## config.mk

```make
export PLATFORM = sky130hd
export DESIGN_NAME = uart_tx_arbiter
export DESIGN_NICKNAME = d
export VERILOG_FILES = /design/src/rtl/enigma_pkg.sv /design/src/rtl/rr_pick.sv /design/src/rtl/uart_tx_arbiter.sv
export SDC_FILE = /design/constraint.sdc
export NUM_CORES = 1
export LEC_CHECK = 0
export CAP_MARGIN = 20
export CORE_ASPECT_RATIO = 1.25
export CORE_MARGIN = 3
export CORE_UTILIZATION = 56
export DETAILED_ROUTE_END_ITERATION = 8
export PLACE_DENSITY_LB_ADDON = 0.3
export RECOVER_POWER = 25
export SKIP_CTS_REPAIR_TIMING = 1
export SYNTH_ARGS = -nofsm -noshare
export SYNTH_HDL_FRONTEND = slang
export SYNTH_HIERARCHICAL = 1
export SYNTH_SLANG_ARGS = --single-unit
```

## constraint.sdc

```tcl
create_clock -name clk_i -period 5.8 [get_ports clk_i]
set_input_delay 1.16 -clock clk_i [delete_from_list [all_inputs] [get_ports clk_i]]
set_output_delay 1.16 -clock clk_i [all_outputs]
set_load 0.05 [all_outputs]
```

## src/rtl/enigma_pkg.sv

```systemverilog
// Shared definitions for the UART transmit path: arbiter state encoding,
// default timeouts and a small index helper.
package enigma_pkg;

  localparam int unsigned CLK_FREQ         = 12_000_000;
  // tx_busy normally rises within a couple of cycles of tx_start.
  localparam int unsigned ACK_TIMEOUT_DEF  = 4;
  // 100 ms of idle time inside a frame before the grant is revoked.
  localparam int unsigned LOCK_TIMEOUT_DEF = CLK_FREQ / 10;

  typedef enum logic [1:0] {
    ARB_IDLE,
    ARB_GRANT,
    ARB_WAIT_ACK,
    ARB_WAIT_DONE
  } arb_state_e;

  // Next index after idx, wrapping to zero at n.
  function automatic logic [1:0] wrap_inc(input logic [1:0] idx, input int unsigned n);
    if (32'(idx) + 32'd1 >= n) begin
      return 2'd0;
    end
    return idx + 2'd1;
  endfunction

endpackage

```

## src/rtl/rr_pick.sv

```systemverilog
// Combinational round-robin priority encoder: returns the first set request
// at or above the pointer, wrapping past the top index.
module rr_pick #(
  parameter int unsigned N     = 3,
  parameter int unsigned IDX_W = 2
) (
  input  logic [N-1:0]     req_i,
  input  logic [IDX_W-1:0] ptr_i,
  output logic [IDX_W-1:0] idx_o,
  output logic             any_o
);

  localparam int unsigned SelW = (N > 1) ? $clog2(N) : 1;

  // Scan from the farthest offset down so the nearest set bit wins last.
  always_comb begin
    logic [SelW-1:0] j;
    j     = '0;
    idx_o = '0;
    any_o = |req_i;
    for (int off = int'(N) - 1; off >= 0; off--) begin
      j = SelW'((int'(ptr_i) + off) % int'(N));
      if (req_i[j]) begin
        idx_o = IDX_W'(j);
      end
    end
  end

endmodule

```

## src/rtl/uart_tx_arbiter.sv

```systemverilog
// Round-robin arbiter sharing one UART transmitter among byte-stream
// requesters. A grant is held for a whole frame (up to a byte flagged last),
// with a lock timeout for stalled requesters and an ack timeout on tx_busy.
module uart_tx_arbiter
  import enigma_pkg::*;
#(
  parameter int unsigned NUM_REQ      = 3,
  parameter int unsigned ACK_TIMEOUT  = ACK_TIMEOUT_DEF,
  parameter int unsigned LOCK_TIMEOUT = LOCK_TIMEOUT_DEF
) (
  input  logic                 clk_i,
  input  logic                 rst_i,
  input  logic [NUM_REQ-1:0]   req_valid_i,
  input  logic [NUM_REQ*8-1:0] req_byte_i,
  input  logic [NUM_REQ-1:0]   req_last_i,
  output logic [NUM_REQ-1:0]   req_ready_o,
  output logic [7:0]           tx_byte_o,
  output logic                 tx_start_o,
  input  logic                 tx_busy_i,
  output logic [1:0]           grant_id_o,
  output logic                 frame_active_o,
  output logic                 lock_abort_o,
  output logic                 tx_fault_o
);

  localparam int unsigned AckW  = $clog2(ACK_TIMEOUT + 1);
  localparam int unsigned LockW = $clog2(LOCK_TIMEOUT + 1);

  arb_state_e       state_q;
  logic [1:0]       ptr_q;
  logic [1:0]       grant_q;
  logic             frame_active_q;
  logic [7:0]       tx_byte_q;
  logic             tx_start_q;
  logic             last_q;
  logic             lock_abort_q;
  logic             tx_fault_q;
  logic [AckW-1:0]  ack_cnt_q;
  logic [LockW-1:0] lock_cnt_q;

  logic [1:0]       pick_idx;
  logic             pick_any;
  logic [7:0]       byte_arr [NUM_REQ];
  logic             gnt_valid;
  logic             gnt_last;
  logic [7:0]       gnt_byte;

  rr_pick #(
    .N     (NUM_REQ),
    .IDX_W (2)
  ) u_rr_pick (
    .req_i (req_valid_i),
    .ptr_i (ptr_q),
    .idx_o (pick_idx),
    .any_o (pick_any)
  );

  // Select the granted requester's byte lane and flags.
  always_comb begin
    for (int i = 0; i < int'(NUM_REQ); i++) begin
      byte_arr[i] = req_byte_i[8*i +: 8];
    end
    gnt_valid = req_valid_i[grant_q];
    gnt_last  = req_last_i[grant_q];
    gnt_byte  = byte_arr[grant_q];
  end

  // Only the granted requester is ever readied, and only while in GRANT.
  always_comb begin
    req_ready_o = '0;
    if (state_q == ARB_GRANT) begin
      req_ready_o[grant_q] = gnt_valid;
    end
  end

  // Arbiter FSM with registered outputs; pulses default low each cycle.
  always_ff @(posedge clk_i) begin
    if (rst_i) begin
      state_q        <= ARB_IDLE;
      ptr_q          <= '0;
      grant_q        <= '0;
      frame_active_q <= 1'b0;
      tx_byte_q      <= '0;
      tx_start_q     <= 1'b0;
      last_q         <= 1'b0;
      lock_abort_q   <= 1'b0;
      tx_fault_q     <= 1'b0;
      ack_cnt_q      <= '0;
      lock_cnt_q     <= '0;
    end else begin
      tx_start_q   <= 1'b0;
      lock_abort_q <= 1'b0;
      tx_fault_q   <= 1'b0;
      unique case (state_q)
        ARB_IDLE: begin
          if (pick_any) begin
            grant_q        <= pick_idx;
            frame_active_q <= 1'b1;
            lock_cnt_q     <= '0;
            state_q        <= ARB_GRANT;
          end
        end
        ARB_GRANT: begin
          if (gnt_valid) begin
            tx_byte_q  <= gnt_byte;
            last_q     <= gnt_last;
            tx_start_q <= 1'b1;
            lock_cnt_q <= '0;
            ack_cnt_q  <= '0;
            state_q    <= ARB_WAIT_ACK;
          end else if (lock_cnt_q >= LockW'(LOCK_TIMEOUT - 1)) begin
            // Stalled mid-frame: revoke the grant and move the pointer on.
            lock_abort_q   <= 1'b1;
            lock_cnt_q     <= '0;
            ptr_q          <= wrap_inc(grant_q, NUM_REQ);
            frame_active_q <= 1'b0;
            state_q        <= ARB_IDLE;
          end else begin
            lock_cnt_q <= lock_cnt_q + 1'b1;
          end
        end
        ARB_WAIT_ACK: begin
          if (tx_busy_i) begin
            state_q <= ARB_WAIT_DONE;
          end else if (ack_cnt_q >= AckW'(ACK_TIMEOUT - 1)) begin
            // UART never acknowledged; report and carry on with the frame.
            tx_fault_q <= 1'b1;
            state_q    <= ARB_WAIT_DONE;
          end else begin
            ack_cnt_q <= ack_cnt_q + 1'b1;
          end
        end
        ARB_WAIT_DONE: begin
          if (!tx_busy_i) begin
            if (last_q) begin
              ptr_q          <= wrap_inc(grant_q, NUM_REQ);
              frame_active_q <= 1'b0;
              state_q        <= ARB_IDLE;
            end else begin
              state_q <= ARB_GRANT;
            end
          end
        end
        default: state_q <= ARB_IDLE;
      endcase
    end
  end

  assign tx_byte_o      = tx_byte_q;
  assign tx_start_o     = tx_start_q;
  assign grant_id_o     = grant_q;
  assign frame_active_o = frame_active_q;
  assign lock_abort_o   = lock_abort_q;
  assign tx_fault_o     = tx_fault_q;

endmodule

```

==> metrics.cfg <==
[final_layout]
stdcell_count = 387
drive_above_1_share = 0.0695
multi_input_area_um2 = 1480
syn_to_final_growth_pct = 22.2
register_area_um2 = 861
final_common_cell = clkdlybuf4s50_1
fillers = 353
most-common-layout-cells = clkdlybuf4s50_1, dfxtp_1, nor2_1, nor3_1, a21oi_1
design_area_um2 = 3060
nets = 370
antenna_cells = 0
post-route-util = 0.729

[placement]
pre_cts_ws_ns = 1.51
dp_hpwl_um = 4250
port-buffer-count = 49
routabilityCongestion = 0.774
dp_cells = 380
placed_cell_area_um2 = 2960

[pwr]
power_switching_mw = 0.260
fin_total_pwr_mw = 0.793
pwr-share-clk = 0.285
p_comb_frac = 0.290
seq_power_share = 0.425
leakage_nw = 1.02
power_density_nw_per_um2 = 259
power.internal_mw = 0.533
ir_drop_v = 0.000261
swShare = 0.328

[timing]
setup_slack_ns = 1.50
setup_viol = 0
timing.hold.ws_ns = 0.492
fin_worst_skew_ns = 0.00486
fmax_mhz = 233
fin_tns_setup_ns = 0
fin_crit_sh = 0.741
slew_headroom = -0.267
rsz0062_at_grt = false
hold_viol = 0
maxSlewViolCount = 43
tightest_slew_ns = 1.90
fin_crit_ns = 4.30

[grt]
antenna_found_initial = 0
grt_usage = 0.241
globalRouteOverflowTotal = 0
grt_pass1_wl_um = 10100
grt_pass1_vias = 2207
grt_max_degree = 43

[min_path]
min_to = tx_byte_o[7]$_SDFFE_PP0P_
min_path_type = flip-flop to flip-flop
min-delay-start = tx_byte_o[7]$_SDFFE_PP0P_
min_path_cells = 2

[critical_path]
cp-start-kind = input pin
cp.required_ns = 4.64
r2r_setup_slack_ns = 3.45
end_kind = primary output
reg2reg_to = lock_cnt_q[15]$_SDFFE_PP0P_
critPathMaxFanout = 7
reg2reg_from = grant_id_o[1]$_SDFFE_PP0P_
worstPathArrival_ns = 3.14
reg2reg_depth = 5
crit_type = input pin to primary output

[floorplanning]
die-area_um2 = 5310
rows = 26
die_h_um = 80.7
io-pin-count = 50
core_um2 = 4200
fp.dieW_um = 65.8
initial_utilization = 0.596

[logic_synthesis]
synth_ff_type = dfxtp_1
synth_fp_nets = 327
synthDistinctLibCells = 68
synthCells = 288
syn_area_per_cell_um2 = 8.69
synth_edf_count = 0
synth-async-reset-ratio = 0
ys_seq_elements = 43
yosysWarnings = 6
yosysSeqAreaShare = 0.344
syn-cell-area_um2 = 2500

[outcome]
violations = max-capacitance violations, max-slew violations
status = complete, but fails checks

[cts]
clock_latency_ns = 0.29
clk_pin_slew_ns = 0.08
tritoncts = done
clock-sinks = 43
clockBufferDepth = 2
cts.root.buffer_cell = clkbuf_8
cts_max_level = 2
numCtsBuffers = 5

[routing]
wl_per_cell_um = 15.3
via_count = 2262
drc = 0
drtIter0Drc = 88
dr.pass1.iters = 4
vias_per_cell = 5.84
routed_wirelength_um = 5910
ant_nets = 0

[flow_run]
maxCapViolCount = 1

cell families (layout without fill, tap and decap cells):
logic type | count (synthesis) | after routing | share of synthesized area
AOI/OAI and AO/OA | 62 | 62 | 0.188
xor gates and xnor gates | 17 | 17 | 0.0595
adders and majority gates | 6 | 6 | 0.0300
buffers and inverters | 26 | 69 | 0.0620
DFF | 43 | 43 | 0.344
muxes | 12 | 12 | 0.0480
and+or+nand+nor | 122 | 122 | 0.269
power groups by stage:
stage	registers (mW)	logic [mW]	clock network, mW
finish	0.337	0.230	0.226
global route	0.341	0.250	0.245
CTS	0.337	0.231	0.232
detailed placement	0.343	0.230	0
global placement	0.343	0.226	0
floorplan	0.372	0.135	0
synthesized netlist by cell type, drive strengths merged, types with 4 or more instances:
master / instances / area [um2]
mux2i: 12 / 120
xor2: 5 / 43.8
nor4: 5 / 52.6
nor2: 32 / 120
clkbuf: 5 / 21.3
nand2: 14 / 52.6
nor3: 28 / 145
nand4: 6 / 37.5
a211oi: 12 / 95.1
a31oi: 4 / 25.0
inv: 11 / 41.3
dfxtp: 43 / 861
nand3: 8 / 45.0
buf: 8 / 72.6
xnor2: 12 / 105
ha: 6 / 75.1
a21oi: 19 / 110
nand2b: 4 / 25.0
o21ai: 6 / 30.0
area by class of cell:
cell class | count | share of cell area
clock buffer | 6 | 0.0237
clock inverter | 1 | 0.00982
inverter | 11 | 0.0135
multi-input combinational | 219 | 0.484
sequential | 43 | 0.282
tap | 56 | 0.0229
timing repair buffer | 51 | 0.164
worst max path at each step:
stage               cells past startpoint           start             end
floorplan                               4  req_valid_i[1]  req_ready_o[0]
global placement                        6  req_valid_i[2]  req_ready_o[0]
detailed placement                      6  req_valid_i[2]  req_ready_o[0]
CTS                                     6  req_valid_i[2]  req_ready_o[0]
global route                            6  req_valid_i[2]  req_ready_o[0]
finish                                  6  req_valid_i[2]  req_ready_o[0]
flip-flops by register name (all words and copies together), names as in the netlist, named ones only:
register        flops
ack_cnt_q           3
frame_active_o      1
grant_id_o          2
last_q              1
lock_abort_o        1
lock_cnt_q         21
ptr_q               2
state_q             1
tx_byte_o           8
tx_fault_o          1
tx_start_o          1
metal layers:
metal  GRT usage  share of wire  vias to the layer above
li1            -              -                     1129
met1       0.276           0.42                     1071
met2       0.429           0.53                       51
met3      0.0539          0.029                       11
met4      0.0975          0.018                        0
met5           0              0                        -
worst max-delay path, cell delays in order:
cell and delay, ns:
clkdlybuf4s50_1 0.50, mux2i_1 0.27, nor2_1 0.08, nor2_1 0.32, nor3_1 0.08, clkdlybuf4s50_1 0.73
Power figures use the tool's default switching activity.
